## src/rtl/axi_slave_pkg.sv

```systemverilog
// Shared types for the dot-product accelerator control slave: FSM states,
// default bus widths and the job descriptor layout.
package axi_slave_pkg;

  localparam int unsigned DATA_W_DEF = 32;
  localparam int unsigned ADDR_W_DEF = 32;

  typedef enum logic [2:0] {
    S_IDLE    = 3'd0,
    S_FETCH   = 3'd1,
    S_COMPUTE = 3'd2,
    S_WRITE   = 3'd3,
    S_READ    = 3'd4
  } state_e;

  // The descriptor is sized by the package defaults; overriding the module
  // widths means changing these defaults as well.
  typedef struct packed {
    logic [DATA_W_DEF-1:0] a;
    logic [DATA_W_DEF-1:0] b;
    logic [ADDR_W_DEF-1:0] addr_a;
    logic [ADDR_W_DEF-1:0] addr_b;
    logic [ADDR_W_DEF-1:0] addr_out;
    logic [ADDR_W_DEF-1:0] len;
  } desc_t;

endpackage

```

## src/rtl/axi_slave_desc_mux.sv

```systemverilog
// Combinational source select for the job descriptor: slave-side (*_s)
// inputs when sel_s=1, master-side (*_ms) inputs otherwise.
module axi_slave_desc_mux
  import axi_slave_pkg::*;
#(
  parameter int unsigned DATA_W = DATA_W_DEF,
  parameter int unsigned ADDR_W = ADDR_W_DEF
) (
  input  logic              sel_s,
  input  logic [DATA_W-1:0] vector_a_s,
  input  logic [DATA_W-1:0] vector_b_s,
  input  logic [ADDR_W-1:0] vector_a_addr_s,
  input  logic [ADDR_W-1:0] vector_b_addr_s,
  input  logic [ADDR_W-1:0] output_addr_s,
  input  logic [ADDR_W-1:0] vector_len_s,
  input  logic [DATA_W-1:0] wdata_a_ms,
  input  logic [DATA_W-1:0] wdata_b_ms,
  input  logic [ADDR_W-1:0] waddr_a_ms,
  input  logic [ADDR_W-1:0] waddr_b_ms,
  input  logic [ADDR_W-1:0] waddr_output_ms,
  input  logic [ADDR_W-1:0] vector_len_o_ms,
  output desc_t             desc
);

  always_comb begin
    if (sel_s) begin
      desc.a        = vector_a_s;
      desc.b        = vector_b_s;
      desc.addr_a   = vector_a_addr_s;
      desc.addr_b   = vector_b_addr_s;
      desc.addr_out = output_addr_s;
      desc.len      = vector_len_s;
    end else begin
      desc.a        = wdata_a_ms;
      desc.b        = wdata_b_ms;
      desc.addr_a   = waddr_a_ms;
      desc.addr_b   = waddr_b_ms;
      desc.addr_out = waddr_output_ms;
      desc.len      = vector_len_o_ms;
    end
  end

endmodule

```

## src/rtl/axi_slave.sv

```systemverilog
// Control slave for the dot-product accelerator: latches a job descriptor and
// sequences it through fetch, compute, write-back and read-back.
module axi_slave
  import axi_slave_pkg::*;
#(
  parameter int unsigned DATA_W = DATA_W_DEF,
  parameter int unsigned ADDR_W = ADDR_W_DEF
) (
  input  logic              clk,
  input  logic              rst,
  input  logic              start,
  input  logic [DATA_W-1:0] vector_a_s,
  input  logic [DATA_W-1:0] vector_b_s,
  input  logic [ADDR_W-1:0] vector_a_addr_s,
  input  logic [ADDR_W-1:0] vector_b_addr_s,
  input  logic [ADDR_W-1:0] vector_len_s,
  input  logic [ADDR_W-1:0] output_addr_s,
  input  logic [ADDR_W-1:0] read_data_addr_s,
  input  logic              master_to_slave,
  input  logic [DATA_W-1:0] read_data,
  input  logic              status,
  input  logic              processing_done,
  input  logic              store_done,
  input  logic              read_done,
  output logic [DATA_W-1:0] rdata,
  input  logic              rvalid,
  input  logic [DATA_W-1:0] wdata_a_ms,
  input  logic [DATA_W-1:0] wdata_b_ms,
  input  logic [ADDR_W-1:0] waddr_a_ms,
  input  logic [ADDR_W-1:0] waddr_b_ms,
  input  logic [ADDR_W-1:0] waddr_output_ms,
  input  logic [ADDR_W-1:0] vector_len_o_ms,
  output logic [DATA_W-1:0] wdata_a_sm,
  output logic [DATA_W-1:0] wdata_b_sm,
  output logic [ADDR_W-1:0] waddr_a_sm,
  output logic [ADDR_W-1:0] waddr_b_sm,
  output logic [ADDR_W-1:0] waddr_output_sm,
  output logic [ADDR_W-1:0] vector_len_o_sm,
  output logic              start_fetch,
  output logic              start_compute,
  output logic              start_write,
  output logic              start_read,
  output logic              wdvalid,
  output logic              awvalid
);

  state_e            state_q, state_d;
  desc_t             desc_q, desc_d, desc_sel;
  logic [DATA_W-1:0] rdata_q, rdata_d;
  // Kept for the downstream read path; it drives no output of this block.
  logic [ADDR_W-1:0] rd_addr_unused_q, rd_addr_unused_d;

  axi_slave_desc_mux #(
    .DATA_W (DATA_W),
    .ADDR_W (ADDR_W)
  ) u_desc_mux (
    .sel_s           (master_to_slave),
    .vector_a_s      (vector_a_s),
    .vector_b_s      (vector_b_s),
    .vector_a_addr_s (vector_a_addr_s),
    .vector_b_addr_s (vector_b_addr_s),
    .output_addr_s   (output_addr_s),
    .vector_len_s    (vector_len_s),
    .wdata_a_ms      (wdata_a_ms),
    .wdata_b_ms      (wdata_b_ms),
    .waddr_a_ms      (waddr_a_ms),
    .waddr_b_ms      (waddr_b_ms),
    .waddr_output_ms (waddr_output_ms),
    .vector_len_o_ms (vector_len_o_ms),
    .desc            (desc_sel)
  );

  always_comb begin
    // NOTE: every signal assigned here gets a default first, so no path can
    // leave one unassigned and infer a latch.
    state_d          = state_q;
    desc_d           = desc_q;
    rdata_d          = rdata_q;
    rd_addr_unused_d = rd_addr_unused_q;
    start_fetch      = 1'b0;
    start_compute    = 1'b0;
    start_write      = 1'b0;
    start_read       = 1'b0;

    unique case (state_q)
      S_IDLE: begin
        if (start) begin
          desc_d           = desc_sel;
          rd_addr_unused_d = read_data_addr_s;
          state_d          = S_FETCH;
        end
      end
      S_FETCH: begin
        start_fetch = 1'b1;
        if (!status) state_d = S_COMPUTE;
      end
      S_COMPUTE: begin
        start_compute = 1'b1;
        if (processing_done) state_d = S_WRITE;
      end
      S_WRITE: begin
        start_write = 1'b1;
        if (store_done) state_d = S_READ;
      end
      S_READ: begin
        start_read = 1'b1;
        if (read_done) begin
          if (rvalid) rdata_d = read_data;
          state_d = S_IDLE;
        end
      end
      default: state_d = S_IDLE;
    endcase
  end

  // NOTE: sequential state uses non-blocking assignments so every flop samples
  // the pre-edge values regardless of statement order.
  always_ff @(posedge clk or posedge rst) begin
    if (rst) begin
      state_q          <= S_IDLE;
      // NOTE: descriptor and result registers are reset because their
      // outputs must read zero after reset, not merely be don't-care.
      desc_q           <= '0;
      rdata_q          <= '0;
      rd_addr_unused_q <= '0;
    end else begin
      state_q          <= state_d;
      desc_q           <= desc_d;
      rdata_q          <= rdata_d;
      rd_addr_unused_q <= rd_addr_unused_d;
    end
  end

  assign awvalid         = start_fetch;
  assign wdvalid         = start_fetch;
  assign rdata           = rdata_q;
  assign wdata_a_sm      = desc_q.a;
  assign wdata_b_sm      = desc_q.b;
  assign waddr_a_sm      = desc_q.addr_a;
  assign waddr_b_sm      = desc_q.addr_b;
  assign waddr_output_sm = desc_q.addr_out;
  assign vector_len_o_sm = desc_q.len;

endmodule

```

## config.mk

```make
export PLATFORM = sky130hd
export DESIGN_NAME = axi_slave
export DESIGN_NICKNAME = d
export VERILOG_FILES = /design/src/rtl/axi_slave_pkg.sv /design/src/rtl/axi_slave_desc_mux.sv /design/src/rtl/axi_slave.sv
export SDC_FILE = /design/constraint.sdc
export NUM_CORES = 1
export LEC_CHECK = 0
export CORE_AREA = 8 8 261 263
export CTS_CLUSTER_DIAMETER = 200
export CTS_CLUSTER_SIZE = 12
export DETAILED_ROUTE_END_ITERATION = 12
export DIE_AREA = 0 0 269 271
export PLACE_DENSITY_LB_ADDON = 0.2
export RECOVER_POWER = 100
export SYNTH_ARGS = -nofsm -noshare
export SYNTH_HDL_FRONTEND = slang
export SYNTH_SLANG_ARGS = --single-unit
```

## constraint.sdc

```tcl
create_clock -name clk -period 11.63 [get_ports clk]
set_input_delay 2.326 -clock clk [delete_from_list [all_inputs] [get_ports clk]]
set_output_delay 2.326 -clock clk [all_outputs]
set_load 0.02 [all_outputs]
```

Word-level counts from Yosys, hierarchy flattened
Index checks and enable logic that the tools add are counted.

operators by class
  equality and inequality tests = 9
  mux-type cells = 11
  reductions and logical operators = 4

operators by type and width
  operator              count
  $mux W192             1
  $mux W3               5
  $pmux W3 S5           1
  $ne A2 B2 Y1 const B  5
  $eq A3 B2 Y1 const B  2
  $reduce_and A5 Y1     1
  $mux W1               4
  $eq A3 B1 Y1 const B  1
  $eq A3 B3 Y1 const B  1
  $logic_not A3 Y1      1
  $reduce_and A3 Y1     1
  $reduce_and A2 Y1     1

word-level totals
  bits of input ports = 457
  logic and storage cells = 32
  output and inout port bits = 230
  bits in registers = 227

Longest topological paths before layout
Gate-level depths: netlist of the first run.

  depth after elaboration = 3
  depth in mapped cells = 6
  gate-level depth less buffers = 3

Cells and area by module
Synthesis of the first run repeated with hierarchy kept, for this count alone.

unflattened totals
  cells, all modules = 711
  area, all modules = 11011.8 µm²

by module, submodules not included
  module              times used  area each (µm²)  cells each  sequential area each (µm²)
  axi_slave           1           8619.5           498         5680.4
  axi_slave_desc_mux  1           2392.3           213         0.0

Worst setup path after synthesis of the first run
No wires, ideal clock.

  path kind = register to output
  start point = register state_q[1]
  end point = output port start_fetch
  stages on the path, launching flop included = 4
  path buffers = 1
  data required time = 9304 ps
  arrival = 1184 ps
  path slack = 8120 ps
  path through = dfrtp_1 > nand2b_1 > nor2_1 > buf_4

between the ends
  longest elaborated chain between the ends = 2

ends and longest elaborated chain
  element                 line              text
  start, declared         axi_slave.sv:47   state_e state_q, state_d;
  start signal, assigned  axi_slave.sv:127  state_q <= state_d;
  $eq A3 B1 Y1            axi_slave.sv:85   unique case (state_q)
  $mux W1                 axi_slave.sv:85
  end, declared           axi_slave.sv:39   output logic start_fetch,

No other way between the ends.

==> impl_summary.txt, run 1 <==
----------------------------------------------------
[Yosys]
  Post-synth net total ... between 1000 and 1500
  Warning count from the yosys run ... 0
  Number of library cell types mapped by synthesis ... 21
  Synthesized netlist cell count ... roughly 900
  #FFs+latches synth ... 227
  Top-area cell type share of the netlist area ... around 56%
  Average cell area after synthesis ... ~11 um^2
  Compound-gate portion of the synthesized area ... approximately a tenth
  Simple-gate share of the synthesized area ... roughly 8.0%
  Share of synthesized cell area in full adder, half adder and majority cells ... 0%
  Post-Synth XOR/XNOR Area ... 0%
  Yosys top cell by area ... dfrtp_1
  Largest family of logic cells by synthesized area ... multiplexers
  Post-synth design cell area ... approximately 10000 um^2
  Most instantiated flip-flop cell in the synthesis netlist ... dfrtp_1
  Most area-consuming cells after synthesis ... dfrtp_1, mux2i_1, a21oi_1
  Post-synth EDFFs ... 0
  Mux share of post-synthesis cell area ... about 23%
  Share of synthesized area occupied by flip-flops and latches ... a little under three fifths
  Synth async-reset ratio ... 100.0%

[CTS]
  Clock latency at the later pin of the worst-skew pair ... between 0.5 and 0.6 ns
  TritonCTS sink count ... approximately 230
  Clock root buffer ... clkbuf_16
  Quantity of gates resized following cts ... 0
  Clock-pin slew reported for the worst setup and hold paths after clock tree synthesis ... roughly 0.06 ns
  H-Tree Depth ... 1
  Number of CTS-inserted buffers ... 22
  Number of hold buffers added after cts ... 0
  TritonCTS clock tree ... yes
  Post-CTS setup buffer count ... 0
  Buffer depth of the longest clock path ... 3

[Timing]
  Final hold slack ... between 0.5 and 0.6 ns
  Accumulated negative setup slack ... 0 ns
  Max Clock Freq ... around 140 MHz
  Final setup viols ... 0
  Share of the cycle needed by the critical path after routing ... about three fifths
  Unrepaired setup endpoints after global routing ... false
  Slew HR ... -152.4%
  Final Skew ... between 0.01 and 0.015 ns
  Total count of hold-check failures in the final report ... 0
  Fin crit period ... between 7 and 8 ns
  Pin slew with the least headroom to its limit ... between 3 and 4 ns
  Final Max Tran Viols ... between 300 and 400

[Layout]
  Final design area excluding fillers ... around 18000 um^2
  Layout area overhead ... 77.65%
  Post-layout net count ... ~2000
  Commonest cells after routing, fill and taps aside ... clkdlybuf4s50_1, dlygate4sd3_1, dfrtp_1
  Most frequent standard cell in the layout excluding fill and tap cells ... clkdlybuf4s50_1
  Number of filler instances in the final layout ... between 6000 and 7000
  Proportion of layout cells with a drive suffix above 1 ... slightly above 4%
  Fin cells ... ~2400

[Placed design]
  Placed Cells ... 2371
  Routability congestion estimate ... about 0.83
  Cell Area, Placed ... 17490 um^2
  DPL Wire Length ... ~33000 um
  Number of port buffers ... roughly 650

[Critical path]
  Required time worst endpoint ... ~11 ns
  Critical path's top delay family ... buffers and inverters
  Arrival time at the worst endpoint ... just under 7 ns
  CP bufs+invs ... 3
  Peak fanout along the critical path ... 61
  Cells along the critical path ... dlygate4sd3_1, clkinvlp_2, clkbuf_1
  Critical Path Max Stage Delay ... ~2.5 ns
  Crit path max-delay cell type ... clkbuf_1
  Critical Path End Type ... asynchronous set/reset pin
  Type of element launching the critical path ... input port
  Class of the most critical setup path ... in -> async

[Power and ir drop]
  IR Drop Worst-Case VDD ... around 0.1 mV
  Static leakage ... roughly 7.4 nW
  Cell area power density ... roughly 220 nW/um^2

[Drt]
  Final wirelength ... between 40000 and 50000 um
  Detailed-routing iteration count for the pre-antenna-repair pass ... 4
  Average wire per cell in the routed design ... around 18 um
  Number of DRC markers in iteration 0 ... about 330
  Number of nets with antenna violations after detailed routing ... 0
  DRC Markers ... 0
  Via-to-Cell Ratio ... between 3 and 4
  Total vias in the final route ... around 9000

[GRT]
  Pin count of the biggest net entering global routing ... between 150 and 200
  Global-route wire length before repair ... 61680 um
  Global route overflow ... 0
  Initial antenna violation count ... 4
  Number of global-route vias before repair ... 9853
  Gr usage total ... a little over a tenth

[Die]
  Die boundary width ... approximately 270 um
  Initial Util ... between 15 and 20%
  Core Box Area ... roughly 64000 um^2
  Full die area ... 72900 um^2
  Count of pins on the block boundary ... a little under 700
  Die outline height ... about 270 um
  Number of placement rows ... 93

[Worst hold path]
  Worst min-delay path class ... reg -> reg

[Outcome]
  Result of the run ... complete, but fails checks
  Failing checks ... max-capacitance violations, max-slew violations

[Flow run]
  Number of maximum-capacitance violations ... 6

----------------------------------------------------
through the flow:
| stage | power (mW) | util [%] | worst slack, ns |
|---|---|---|---|
| final | 4.050 | 28.23 | 4.581 |
| after floorplan | 2.439 | - | 3.084 |
| after detailed placement | 3.612 | 27.37 | 6.528 |
| after CTS | 4.308 | 28.28 | 7.058 |
| after global placement | 3.599 | 27.37 | 6.592 |
| after global routing | 4.347 | 28.23 | 3.446 |
kinds of logic after synthesis:
| kind of cell | after synthesis |
|---|---|
| compound gates | 194 |
| buf+inv | 74 |
| flops | 227 |
| mux | 225 |
| simple gates | 204 |
final cells by class:
class	instances	area [um^2]	area share (%)
tap	855	1070	5.932
timing repair buffer	663	6613	36.67
multi-input combinational	623	4071	22.58
sequential	227	5680	31.50
clock buffer	24	579.3	3.212
antenna	3	7.507	0.04163
inverter	3	12.51	0.06938
final timing paths:
kind                       startpoint             endpoint  slack (ns)  cells past startpoint
max in group clk                start  vector_len_o_sm[13]        5.01                      6
min                          rdata[2]             rdata[2]        0.50                      1
min in group asynchronous         rst       wdata_b_sm[16]        2.96                      2
min reg2reg                  rdata[2]             rdata[2]        0.50                      1
max                               rst  waddr_output_sm[18]        4.58                      3
max reg2reg                state_q[0]  vector_len_o_sm[13]        6.82                      5
where the power goes:
group / switching (mW) / internal (mW)
clock network: 0.303 / 0.348
logic: 1.14 / 0.893
registers: 0.185 / 1.18
routing by layer:
layer	GRT usage [%]	up-vias	wire length, um
li1	-	4412	-
met1	11.01	4129	14880
met2	20.73	382	22460
met3	4.028	50	4423
met4	3.130	2	1047
met5	0	-	13
sequential cells by signal, indices dropped and copies added (netlist names):
signal	cells
rdata	32
waddr_output_sm	32
wdata_b_sm	32
waddr_b_sm	32
vector_len_o_sm	32
state_q	3
waddr_a_sm	32
wdata_a_sm	32
cell usage after synthesis (all sizes together), types with 3 or more instances:
cell type and instances:
a21oi 192, nor2 196, dfrtp 227, mux2 32, buf 60, nand2b 3
inv 3, clkbuf 11, mux2i 192
Power figures use the tool's default switching activity.
==> inputs of run 2 (changes only) <==
- CORE_AREA: 8 8 261 263 -> 8 8 260 262
- DIE_AREA: 0 0 269 271 -> 0 0 268 270
- clock period: 11.63 -> 6.35 ns (I/O delays scaled with it)
==> impl_summary.txt, run 2 (same netlist as run 1, synthesis figures left out) <==
----------------------------------------------------
[CTS]
  Post-CTS setup buffer count ... 0 (unchanged)
  Quantity of gates resized following cts ... 0 (unchanged)
  Buffer depth of the longest clock path ... 3 (unchanged)
  TritonCTS clock tree ... yes
  Number of CTS-inserted buffers ... 22 (unchanged)
  Clock root buffer ... clkbuf_16
  Clock-pin slew reported for the worst setup and hold paths after clock tree synthesis ... 0.06 ns (about the same)
  Clock latency at the later pin of the worst-skew pair ... 0.53 ns (about the same)
  H-Tree Depth ... 1 (unchanged)
  TritonCTS sink count ... 227 (unchanged)
  Number of hold buffers added after cts ... 0 (unchanged)

[GRT]
  Met2 Usage GRT ... 20.38% (-0.35 points)
  Global-route wire length before repair ... 63320 um (+2.7%)
  Global route overflow ... 0 (unchanged)
  Layer with the highest usage after global routing ... met2
  Number of global-route vias before repair ... 9773 (-0.81%)
  Global routing met1 resource utilization ... 11.64% (+0.63 points)
  Gr usage total ... 11.34% (+0.39 points)
  GR Util met3 ... 5.307% (+1.3 points)
  Pin count of the biggest net entering global routing ... 219 (+11%)
  Initial antenna violation count ... 10 (+6)

[Layout]
  Post-layout net count ... 1996 (-0.050%)
  Proportion of layout cells with a drive suffix above 1 ... 4.224% (+0.20 points)
  Most frequent standard cell in the layout excluding fill and tap cells ... clkdlybuf4s50_1
  Layout area overhead ... 78.06%
  Commonest cells after routing, fill and taps aside ... clkdlybuf4s50_1, dlygate4sd3_1, dfrtp_1
  Number of filler instances in the final layout ... 6671 (+1.3%)

[Drt]
  Final wirelength ... 43790 um (+2.3%)
  Total vias in the final route ... 9066 (+1.0%)
  Via-to-Cell Ratio ... 3.782 (+1.1%)
  Average wire per cell in the routed design ... 18.27 um (+2.3%)
  Number of DRC markers in iteration 0 ... 278 (-15%)
  DRC Markers ... 0 (unchanged)
  Number of nets with antenna violations after detailed routing ... 0 (unchanged)
  Detailed-routing iteration count for the pre-antenna-repair pass ... 4 (unchanged)

[Die]
  Core Box Area ... 63650 um^2 (-0.36%)
  Number of placement rows ... 93 (unchanged)
  Count of pins on the block boundary ... 687 (unchanged)
  Initial Util ... 15.95% (+0.058 points)
  Die boundary width ... 268 um (-0.37%)
  Die outline height ... 270 um (-0.37%)
  Full die area ... 72360 um^2 (-0.74%)

[Power and ir drop]
  Total power after layout ... 7.454 mW (+84%)
  IR Drop Worst-Case VDD ... 0.2786 mV (+170%)
  Cell area power density ... 412.4 nW/um^2 (+84%)
  Static leakage ... 7.427 nW (+0.28%)

[Critical path]
  Crit path max-delay cell type ... clkbuf_2
  Arrival time at the worst endpoint ... 4.72 ns (-2.18 ns)
  Class of the most critical setup path ... in -> reg
  Type of element launching the critical path ... input port
  Critical path's top delay family ... buffers and inverters
  Peak fanout along the critical path ... 166 (+170%)
  Required time worst endpoint ... 6.60 ns (-4.88 ns)
  Critical Path Max Stage Delay ... 2.11 ns (-0.39 ns)
  Critical Path End Type ... flip-flop
  Cells along the critical path ... dlygate4sd3_1, nor4b_4, clkbuf_2, a21oi_1
  CP bufs+invs ... 2 (-1)

[Timing]
  Total count of hold-check failures in the final report ... 0 (unchanged)
  Final setup viols ... 0 (unchanged)
  Min setup slack post-route ... 1.887 ns (-2.694 ns)
  Slew HR ... -108.6% (+44 points)
  Final Max Tran Viols ... 352 (+6.3%)
  Share of the cycle needed by the critical path after routing ... 70.28%
  Final Skew ... 0.01858 ns (+0.007531 ns)
  Max Clock Freq ... around 220 MHz
  Fin crit period ... 4.463 ns
  Pin slew with the least headroom to its limit ... 3.128 ns (-0.6580 ns)
  Unrepaired setup endpoints after global routing ... false
  Final hold slack ... 0.4778 ns (-0.02458 ns)
  Accumulated negative setup slack ... 0 ns (unchanged)

[Flow run]
  Number of maximum-capacitance violations ... 4 (-2)

[Outcome]
  Failing checks ... max-capacitance violations, max-slew violations
  Result of the run ... complete, but fails checks

[Placed design]
  Number of port buffers ... 654 (unchanged)
  Routability congestion estimate ... 0.8727 (+5.1%)
  Place WS ... 3.067 ns (-3.461 ns)
  DPL Wire Length ... 34450 um (+2.8%)

[Worst hold path]
  Worst min-delay path class ... reg -> reg

----------------------------------------------------
==> run 2: cell types whose count changed in the layout (fill, tap and decap cells not counted) <==
cell | before | now
clkbuf_1 | 6 | 3
buf_12 | 1 | 3
buf_4 | 3 | 1
clkbuf_2 | 0 | 2
clkinvlp_2 | 1 | 0
clkinvlp_4 | 0 | 1
nor4b_1 | 1 | 0
nor4b_4 | 0 | 1
==> run 2: through the flow <==
step / utilization, % / area, um^2 / std cells
after detailed placement: 27.53 / 17530 / 2370
after floorplan: - / 10150 / 924
after global routing: 28.39 / 18070 / 2395
after global placement: 27.53 / 17530 / 2370
after CTS: 28.44 / 18100 / 2394
final: 28.40 / 18070 / 2397
==> run 2: power breakdown <==
group	switching, mW	total (mW)	internal [mW]	leakage, nW
logic	2.11	3.76	1.64	4.57
clock network	0.565	1.20	0.636	0.285
registers	0.338	2.49	2.16	2.57
total	3.02	7.45	4.44	7.43
==> run 2: worst paths after layout <==
check,from,endpoint,slack (ns),depth (start not counted)
max in group asynchronous,rst,waddr_output_sm[16],2.13,4
min in group asynchronous,rst,waddr_output_sm[20],2.24,3
worst max register to register,state_q[0],waddr_output_sm[16],2.62,3
worst min register to register,rdata[22],rdata[22],0.48,1
worst min-delay path,rdata[22],rdata[22],0.48,1
worst max-delay path,start,waddr_output_sm[16],1.89,4
==> run 2: layer usage <==
| metal | share of wire (%) | up-vias |
|---|---|---|
| li1 | - | 4406 |
| met2 | 50 | 415 |
| met4 | 2.5 | 14 |
| met5 | 0.24 | - |
| met3 | 12 | 62 |
| met1 | 36 | 4169 |
==> run 2: final cells by class <==
cell class | instances | area [um^2] | share of cell area (%)
clock buffers | 24 | 579.3 | 3.205
multi-input cells | 623 | 4086 | 22.61
well taps | 855 | 1070 | 5.919
repair buffers | 662 | 6636 | 36.72
flip-flops and latches | 227 | 5680 | 31.43
diodes | 3 | 7.507 | 0.04153
inverters | 3 | 15.01 | 0.08307
==> inputs of run 3 (changes only) <==
- CORE_AREA: 8 8 260 262 -> 8 8 263 265
- DIE_AREA: 0 0 268 270 -> 0 0 271 273
- clock period: 6.35 -> 4.6 ns (I/O delays scaled with it)
==> impl_summary.txt, run 3 (same netlist as run 1, synthesis figures left out) <==
----------------------------------------------------
[Outcome]
  Result of the run ... complete, but fails checks
  Failing checks ... max-capacitance violations, max-slew violations

[CTS]
  H-Tree Depth ... 1 (unchanged)
  Buffer depth of the longest clock path ... 3 (unchanged)
  TritonCTS sink count ... 227 (unchanged)
  Post-CTS setup buffer count ... 0 (unchanged)
  Quantity of gates resized following cts ... 0 (unchanged)
  TritonCTS clock tree ... yes
  Clock latency at the later pin of the worst-skew pair ... 0.53 ns (about the same)
  Number of CTS-inserted buffers ... 22 (unchanged)
  Clock-pin slew reported for the worst setup and hold paths after clock tree synthesis ... 0.06 ns (about the same)
  Clock root buffer ... clkbuf_16
  Number of hold buffers added after cts ... 0 (unchanged)

[Die]
  Initial Util ... 15.61% (-0.34 points)
  Die boundary width ... 271 um (+1.1%)
  Core Box Area ... 65040 um^2 (+2.2%)
  Die outline height ... 273 um (+1.1%)
  Full die area ... 73980 um^2 (+2.2%)
  Number of placement rows ... 94 (+1.1%)
  Count of pins on the block boundary ... 687 (unchanged)

[Critical path]
  Cells along the critical path ... dlygate4sd3_1, nor4b_1, clkbuf_4, a21oi_1
  Critical path's top delay family ... buffers and inverters
  Peak fanout along the critical path ... 206 (+24%)
  Required time worst endpoint ... 4.89 ns (-1.71 ns)
  Arrival time at the worst endpoint ... 3.82 ns (-0.90 ns)
  Critical Path Max Stage Delay ... 1.50 ns (-0.61 ns)
  Critical Path End Type ... flip-flop
  Crit path max-delay cell type ... clkbuf_4
  CP bufs+invs ... 2 (unchanged)
  Type of element launching the critical path ... input port
  Class of the most critical setup path ... in -> reg

[Drt]
  Average wire per cell in the routed design ... 17.99 um (-1.5%)
  Detailed-routing iteration count for the pre-antenna-repair pass ... 4 (unchanged)
  Total vias in the final route ... 9039 (-0.30%)
  DRC Markers ... 0 (unchanged)
  Via-to-Cell Ratio ... 3.757 (-0.67%)
  Number of DRC markers in iteration 0 ... 262 (-5.8%)
  Number of nets with antenna violations after detailed routing ... 0 (unchanged)
  Final wirelength ... 43300 um (-1.1%)

[Timing]
  Accumulated negative setup slack ... 0 ns (unchanged)
  Final hold slack ... 0.4844 ns (+0.006622 ns)
  Unrepaired setup endpoints after global routing ... false
  Slew HR ... -48.40% (+60 points)
  Max Clock Freq ... roughly 280 MHz
  Share of the cycle needed by the critical path after routing ... approximately three quarters
  Final Max Tran Viols ... 419 (+19%)
  Fin crit period ... 3.527 ns
  Final Skew ... 0.009277 ns (-0.009301 ns)
  Min setup slack post-route ... 1.073 ns (-0.8139 ns)
  Total count of hold-check failures in the final report ... 0 (unchanged)
  Final setup viols ... 0 (unchanged)
  Pin slew with the least headroom to its limit ... 2.226 ns (-0.9024 ns)

[Layout]
  Post-layout net count ... 1998 (+0.10%)
  Proportion of layout cells with a drive suffix above 1 ... 4.283% (+0.059 points)
  Fin cells ... 2406 (+0.38%)
  Number of filler instances in the final layout ... 6783 (+1.7%)
  Post-route core utilization ... 27.82% (-0.58 points)
  Layout area overhead ... 78.26%
  Most frequent standard cell in the layout excluding fill and tap cells ... clkdlybuf4s50_1
  Final design area excluding fillers ... 18090 um^2 (+0.11%)
  Commonest cells after routing, fill and taps aside ... clkdlybuf4s50_1, dlygate4sd3_1, dfrtp_1

[Placed design]
  Placed Cells ... 2381 (+0.46%)
  DPL Wire Length ... 34120 um (-0.95%)
  Routability congestion estimate ... 0.7652 (-12%)
  Number of port buffers ... 654 (unchanged)
  Cell Area, Placed ... 17560 um^2 (+0.22%)
  Place WS ... 1.737 ns (-1.330 ns)

[GRT]
  Initial antenna violation count ... 1 (-9)
  Gr usage total ... 11.01% (-0.33 points)
  Global-route wire length before repair ... 63110 um (-0.33%)
  Global route overflow ... 0 (unchanged)
  Number of global-route vias before repair ... 9517 (-2.6%)
  Pin count of the biggest net entering global routing ... 207 (-5.5%)

[Power and ir drop]
  Static leakage ... 7.438 nW (+0.15%)
  Cell area power density ... 565.8 nW/um^2 (+37%)
  Total power after layout ... 10.24 mW (+37%)
  IR Drop Worst-Case VDD ... 0.2683 mV (-3.7%)

[Worst hold path]
  Worst min-delay path class ... reg -> reg

[Flow run]
  Number of maximum-capacitance violations ... 3 (-1)

----------------------------------------------------
run 3: where the power goes:
group / switching, mW / internal (mW) / total [mW]
combinational: 2.90 / 2.26 / 5.16
clock: 0.768 / 0.879 / 1.65
sequential: 0.455 / 2.98 / 3.43
total: 4.12 / 6.12 / 10.2
run 3: path summary, 6_finish.rpt:
| check | startpoint | to | slack (ns) | cells after the start |
|---|---|---|---|---|
| hold reg to reg | rdata[22] | rdata[22] | 0.48 | 1 |
| setup / recovery | start | waddr_b_sm[4] | 1.07 | 4 |
| min in group asynchronous | rst | state_q[2] | 1.03 | 3 |
| setup reg to reg | state_q[0] | waddr_b_sm[4] | 1.49 | 3 |
| max in group asynchronous | rst | waddr_b_sm[15] | 2.85 | 3 |
| hold / removal | rdata[22] | rdata[22] | 0.48 | 1 |
run 3: cell type report:
class                   count  area, um^2  share of cell area [%]
diodes                      1       2.502                 0.01383
clock buffers              24       579.3                   3.201
inverters                   3       12.51                 0.06915
multi-input cells         623        4066                   22.47
flip-flops and latches    227        5680                   31.39
well taps                 864        1081                   5.974
repair buffers            664        6673                   36.88
run 3: metal layers:
metal	part of all wire, %	vias to the layer above	GRT usage (%)
met5	0	-	0
met4	1.8	0	2.663
met3	9.4	35	4.248
met2	50	421	19.45
met1	39	4166	12.41
li1	-	4417	-
